==> src/rtl/conv1d_psum_drain.sv <==
// Psum chain drain: accumulates bias plus a group of psums into one output point,
// then requantizes (round, shift, optional ReLU, saturate) onto a 1-deep valid/ready output.
module conv1d_psum_drain #(
  parameter int WIDTH_DATA = 8,
  parameter int ACC_W      = 32,
  parameter int SHIFT_W    = 5,
  parameter int CNT_W      = 16
) (
  input  logic                      clk,
  input  logic                      rst_n,
  input  logic                      psum_valid,
  output logic                      psum_ready,
  input  logic [2*WIDTH_DATA-1:0]   psum_data,
  input  logic                      psum_last,
  input  logic [ACC_W-1:0]          cfg_bias,
  input  logic [SHIFT_W-1:0]        cfg_shift,
  input  logic                      cfg_relu,
  output logic                      out_valid,
  input  logic                      out_ready,
  output logic [WIDTH_DATA-1:0]     out_data,
  output logic [CNT_W-1:0]          sat_cnt
);

  localparam int PSUM_W = 2 * WIDTH_DATA;
  localparam int MAX_I  = (2 ** (WIDTH_DATA - 1)) - 1;
  localparam int MIN_I  = -(2 ** (WIDTH_DATA - 1));
  localparam logic signed [ACC_W:0] SAT_MAX = (ACC_W + 1)'(MAX_I);
  localparam logic signed [ACC_W:0] SAT_MIN = (ACC_W + 1)'(MIN_I);
  localparam logic signed [ACC_W:0] RND_ONE = (ACC_W + 1)'(1);

  // state    | meaning
  // ST_IDLE  | no group open; next beat seeds the accumulator from cfg_bias
  // ST_ACCUM | group open; r_acc holds bias plus psums accepted so far
  typedef enum logic {
    ST_IDLE  = 1'b0,
    ST_ACCUM = 1'b1
  } state_t;

  state_t r_state;
  state_t w_state_nxt;

  logic [ACC_W-1:0]      r_acc;
  logic                  r_out_valid;
  logic [WIDTH_DATA-1:0] r_out_data;
  logic [CNT_W-1:0]      r_sat_cnt;

  logic                  w_beat;
  logic                  w_acc_step;
  logic                  w_emit;
  logic [ACC_W-1:0]      w_psum_ext;
  logic [ACC_W-1:0]      w_base;
  logic [ACC_W-1:0]      w_sum;
  logic signed [ACC_W:0] w_sum_x;
  logic signed [ACC_W:0] w_rnd;
  logic signed [ACC_W:0] w_rounded;
  logic signed [ACC_W:0] w_shifted;
  logic signed [ACC_W:0] w_relu;
  logic                  w_sat_hi;
  logic                  w_sat_lo;
  logic                  w_sat;
  logic [WIDTH_DATA-1:0] w_q;

  // Ready depends only on the output register and out_ready, never on psum_valid.
  assign psum_ready = ~r_out_valid | out_ready;
  assign w_beat     = psum_valid & psum_ready;

  always_ff @(posedge clk) begin
    if (!rst_n) r_state <= ST_IDLE;
    else        r_state <= w_state_nxt;
  end

  always_comb begin
    w_state_nxt = r_state;
    w_acc_step  = 1'b0;
    w_emit      = 1'b0;
    if (w_beat) begin
      if (psum_last) begin
        w_emit      = 1'b1;
        w_state_nxt = ST_IDLE;
      end else begin
        w_acc_step  = 1'b1;
        w_state_nxt = ST_ACCUM;
      end
    end
  end

  assign w_psum_ext = {{(ACC_W - PSUM_W){psum_data[PSUM_W-1]}}, psum_data};
  assign w_base     = (r_state == ST_ACCUM) ? r_acc : cfg_bias;
  assign w_sum      = w_base + w_psum_ext;

  // One guard bit keeps the rounding add from wrapping near the accumulator limits.
  assign w_sum_x   = $signed({w_sum[ACC_W-1], w_sum});
  assign w_rnd     = (cfg_shift == '0) ? '0 : (RND_ONE << (cfg_shift - SHIFT_W'(1)));
  assign w_rounded = w_sum_x + w_rnd;
  assign w_shifted = w_rounded >>> cfg_shift;
  assign w_relu    = (cfg_relu && w_shifted[ACC_W]) ? '0 : w_shifted;

  assign w_sat_hi = (w_relu > SAT_MAX);
  assign w_sat_lo = (w_relu < SAT_MIN);
  assign w_sat    = w_sat_hi | w_sat_lo;
  assign w_q      = w_sat_hi ? SAT_MAX[WIDTH_DATA-1:0] :
                    w_sat_lo ? SAT_MIN[WIDTH_DATA-1:0] :
                               w_relu[WIDTH_DATA-1:0];

  always_ff @(posedge clk) begin
    if (!rst_n) begin
      r_acc       <= '0;
      r_out_valid <= 1'b0;
      r_out_data  <= '0;
      r_sat_cnt   <= '0;
    end else begin
      if (w_acc_step) r_acc <= w_sum;
      if (w_emit) begin
        r_out_data  <= w_q;
        r_out_valid <= 1'b1;
        if (w_sat && (r_sat_cnt != '1)) r_sat_cnt <= r_sat_cnt + CNT_W'(1);
      end else if (out_ready) begin
        r_out_valid <= 1'b0;
      end
    end
  end

  assign out_valid = r_out_valid;
  assign out_data  = r_out_data;
  assign sat_cnt   = r_sat_cnt;

endmodule
==> config.mk <==
export PLATFORM = sky130hd
export DESIGN_NAME = conv1d_psum_drain
export DESIGN_NICKNAME = d
export VERILOG_FILES = /design/src/rtl/conv1d_psum_drain.sv
export SDC_FILE = /design/constraint.sdc
export NUM_CORES = 1
export LEC_CHECK = 0
export CAP_MARGIN = 15
export CORE_AREA = 2 2 119 167
export CTS_CLUSTER_DIAMETER = 150
export DETAILED_ROUTE_END_ITERATION = 10
export DIE_AREA = 0 0 121 169
export PLACE_DENSITY = 0.81
export SYNTH_ARGS = -nofsm -noshare
export SYNTH_HDL_FRONTEND = slang
export SYNTH_SLANG_ARGS = --single-unit
==> constraint.sdc <==
create_clock -name clk -period 8.1 [get_ports clk]
set_clock_uncertainty 0.15 [all_clocks]
set_input_delay 1.62 -clock clk [delete_from_list [all_inputs] [get_ports clk]]
set_output_delay 1.62 -clock clk [all_outputs]
set_load 0.01 [all_outputs]
==> metrics <==
period utilization 1.05; ys flop type dfxtp_1; first drt pass iteration count 7; Hold Crit Start r_acc[5]; Yosys top cell area share 0.125; Syn. warnings 0; f_max 117 MHz; Post-synth EDFFs 0; Yosys reg bits 58; drt initial violations 869; Area Overhead vs Synth 52.2%; core footprint approximately 19000 µm²; DR vias/cell 6.28; initial antenna violation count 0; Reg2Reg Setup Slack roughly 0.19 ns; cell with the most instances after synthesis nand2_1; slowest stage cell, crit path mux4_2; syn_area_per_cell 7.26 µm²; Largest stage delay, worst path 0.48 ns; RePlAce Congestion 0.991; post-DP HPWL 27.7 mm; Synth area leaders dfxtp_1 (12%), ha_1 (8.6%), nand2_1 (7.1%); syn_nets 1409; Commonest cells post-synth nand2_1 (176), a21oi_1 (124), nor2_1 (95); global-route wire length before repair between 50 and 60 mm; layout cell share with drive strength beyond 1 0.365; dominant delay contributor by cell family on the critical path compound AO/OA/AOI/OAI gates; maxcap violations 0; HP Class flop to flop; CP required 8.18 ns; LEAKAGE 5.99 nW; reg2reg path depth 32; Final #Nets 1794; FFs w/ async S/R, synth 0; Syn Inst Count approximately 1300; failing checks negative setup slack; minimum clock period 8.54 ns; Synth area leader dfxtp_1; largest net degree at the start of global routing 39; peak supply drop ~0.11 mV; Crit Path Class primary input to flop; dpl ws -1.25 ns; via count 12100; RSZ-0062 raised after global routing yes; starting density of the core 0.491; Worst Hold Endpoint r_acc[5]; CP Data Arrival Time 8.61 ns; worst r2r src r_state; # IOs 85; FF-to-FF End sat_cnt[2]; outcome finished with violations; setup ws final -0.435 ns; Fin Hold WS 0.304 ns; hold buffer count at CTS 0; Longest Clk Path Bufs 2; num rows 60; root buf cell clkbuf_16; Final Max Slew Viols 0; synthesized cell area 9320 µm²; CTS H-Tree Depth 3; cts bufs inserted 9; All-Layer GR Usage 0.358; Finish-stage setup viols 23; clk sinks 58; total congestion overflow after global routing 0; PortBufs 84; CP Launch Type primary input; clk_lat worst skew 0.36 ns; Die Y 169 µm; routed len/inst 19.8 µm; Hold Path Depth 2; drt total wl 38.0 mm; worst slew pin tran 0.809 ns; Crit Path Max Fanout 8; CP Capture Type flop; final hold vios 0; Die Area roughly 20000 µm²; ANT nets after route 0; number of global-route vias before repair 11800; antenna cell count 0; CTS clk-pin slew, worst paths ~0.060 ns; CP bufs+invs 8; pwr/cell area 190 nW/µm²; CTS tree yes; slew margin rel. 0.457; DRC Markers 0; Die Span X 121 µm; Cell variety after synth a little over 100; sequential area share after synthesis 0.125
==> worst max path at each step <==
stage | startpoint | to | cells past startpoint | slack (ns)
6_report | cfg_bias[2] | sat_cnt[2] | 36 | -0.44
5_1_grt | cfg_bias[0] | sat_cnt[4] | 37 | -0.64
4_1_cts | cfg_bias[2] | sat_cnt[14] | 36 | -0.18
3_5_place_dp | cfg_bias[0] | sat_cnt[14] | 34 | -1.25
3_3_place_gp | cfg_bias[0] | sat_cnt[12] | 34 | -1.04
2_1_floorplan | cfg_bias[2] | sat_cnt[4] | 31 | 0.0001
==> routing by layer <==
layer  global-route usage  part of all wire  vias to the layer above
li1                     -                 -                     5601
met1                0.383              0.37                     5739
met2                0.631              0.50                      526
met5                    0                 0                        -
met3               0.0586             0.056                      196
met4                0.253             0.076                        0
==> placed cells by master, fill, tap and decap left out, drive strengths merged, types with 40 or more instances in the layout <==
| master | n |
|---|---|
| buf | 373 |
| ha | 64 |
| clkdlybuf4s50 | 75 |
| nand2 | 176 |
| mux2i | 40 |
| dfxtp | 58 |
| nor2 | 96 |
| nor3 | 41 |
| o21ai | 61 |
| a21oi | 130 |
| mux2 | 43 |
==> stage by stage <==
| stage | cell area (µm²) | std cells | util | TNS (ns) | power (mW) |
|---|---|---|---|---|---|
| 3_5_place_dp | 12700 | 1862 | 0.667 | -25.05 | 1.93 |
| 2_1_floorplan | 9390 | 1284 | - | 0 | 1.24 |
| 5_1_grt | 14200 | 1922 | 0.747 | -13.42 | 2.84 |
| 6_report | 14200 | 1922 | 0.747 | -8.18 | 2.70 |
| 3_3_place_gp | 12700 | 1862 | 0.667 | -21.62 | 1.91 |
| 4_1_cts | 13700 | 1905 | 0.719 | -2.88 | 2.54 |
==> state kept, by name (all words and copies together) (netlist names) <==
| signal | cells |
|---|---|
| out_valid | 1 |
| sat_cnt | 16 |
| r_acc | 32 |
| r_state | 1 |
| out_data | 8 |
==> area by class of cell <==
type                    count  area (µm²)
multi-input cells        1110        8530
clock inverters             7         125
clock buffers               9         225
fillers                  1337        4800
well taps                 248         310
inverters                  36         135
flip-flops and latches     58        1160
repair buffers            454        3700
==> power by group <==
group	leakage (nW)	internal (mW)	switching, mW
clock network	0.170	0.303	0.167
registers	0.473	0.305	0.0121
logic	5.34	0.940	0.971
==> logic make-up (layout without fill, tap and decap cells) <==
logic type,Yosys count,count (layout),share of synthesized area
muxes,88,88,0.107
xor gates and xnor gates,51,51,0.0515
buffers and inverters,116,506,0.0541
DFF,58,58,0.125
adders and majority gates,66,66,0.0902
other,1,1,0.000402
AOI/OAI and AO/OA,444,444,0.337
and+or+nand+nor,460,460,0.235
==> repair_timing <==
| item | CTS | global route |
|---|---|---|
| gates resized for setup | 101 | 82 |
| endpoints found under the setup margin | 23 | 23 |
| gates cloned | 1 | 0 |
| pin swaps | 43 | 64 |
| setup buffers | 26 | 18 |
==> worst min-delay path, cell delays in order (launching register included) <==
cell and delay, ns:
dfxtp_1 0.31, nand2_1 0.05, a21oi_1 0.05
Note: power is estimated with default switching activity, not from simulation.
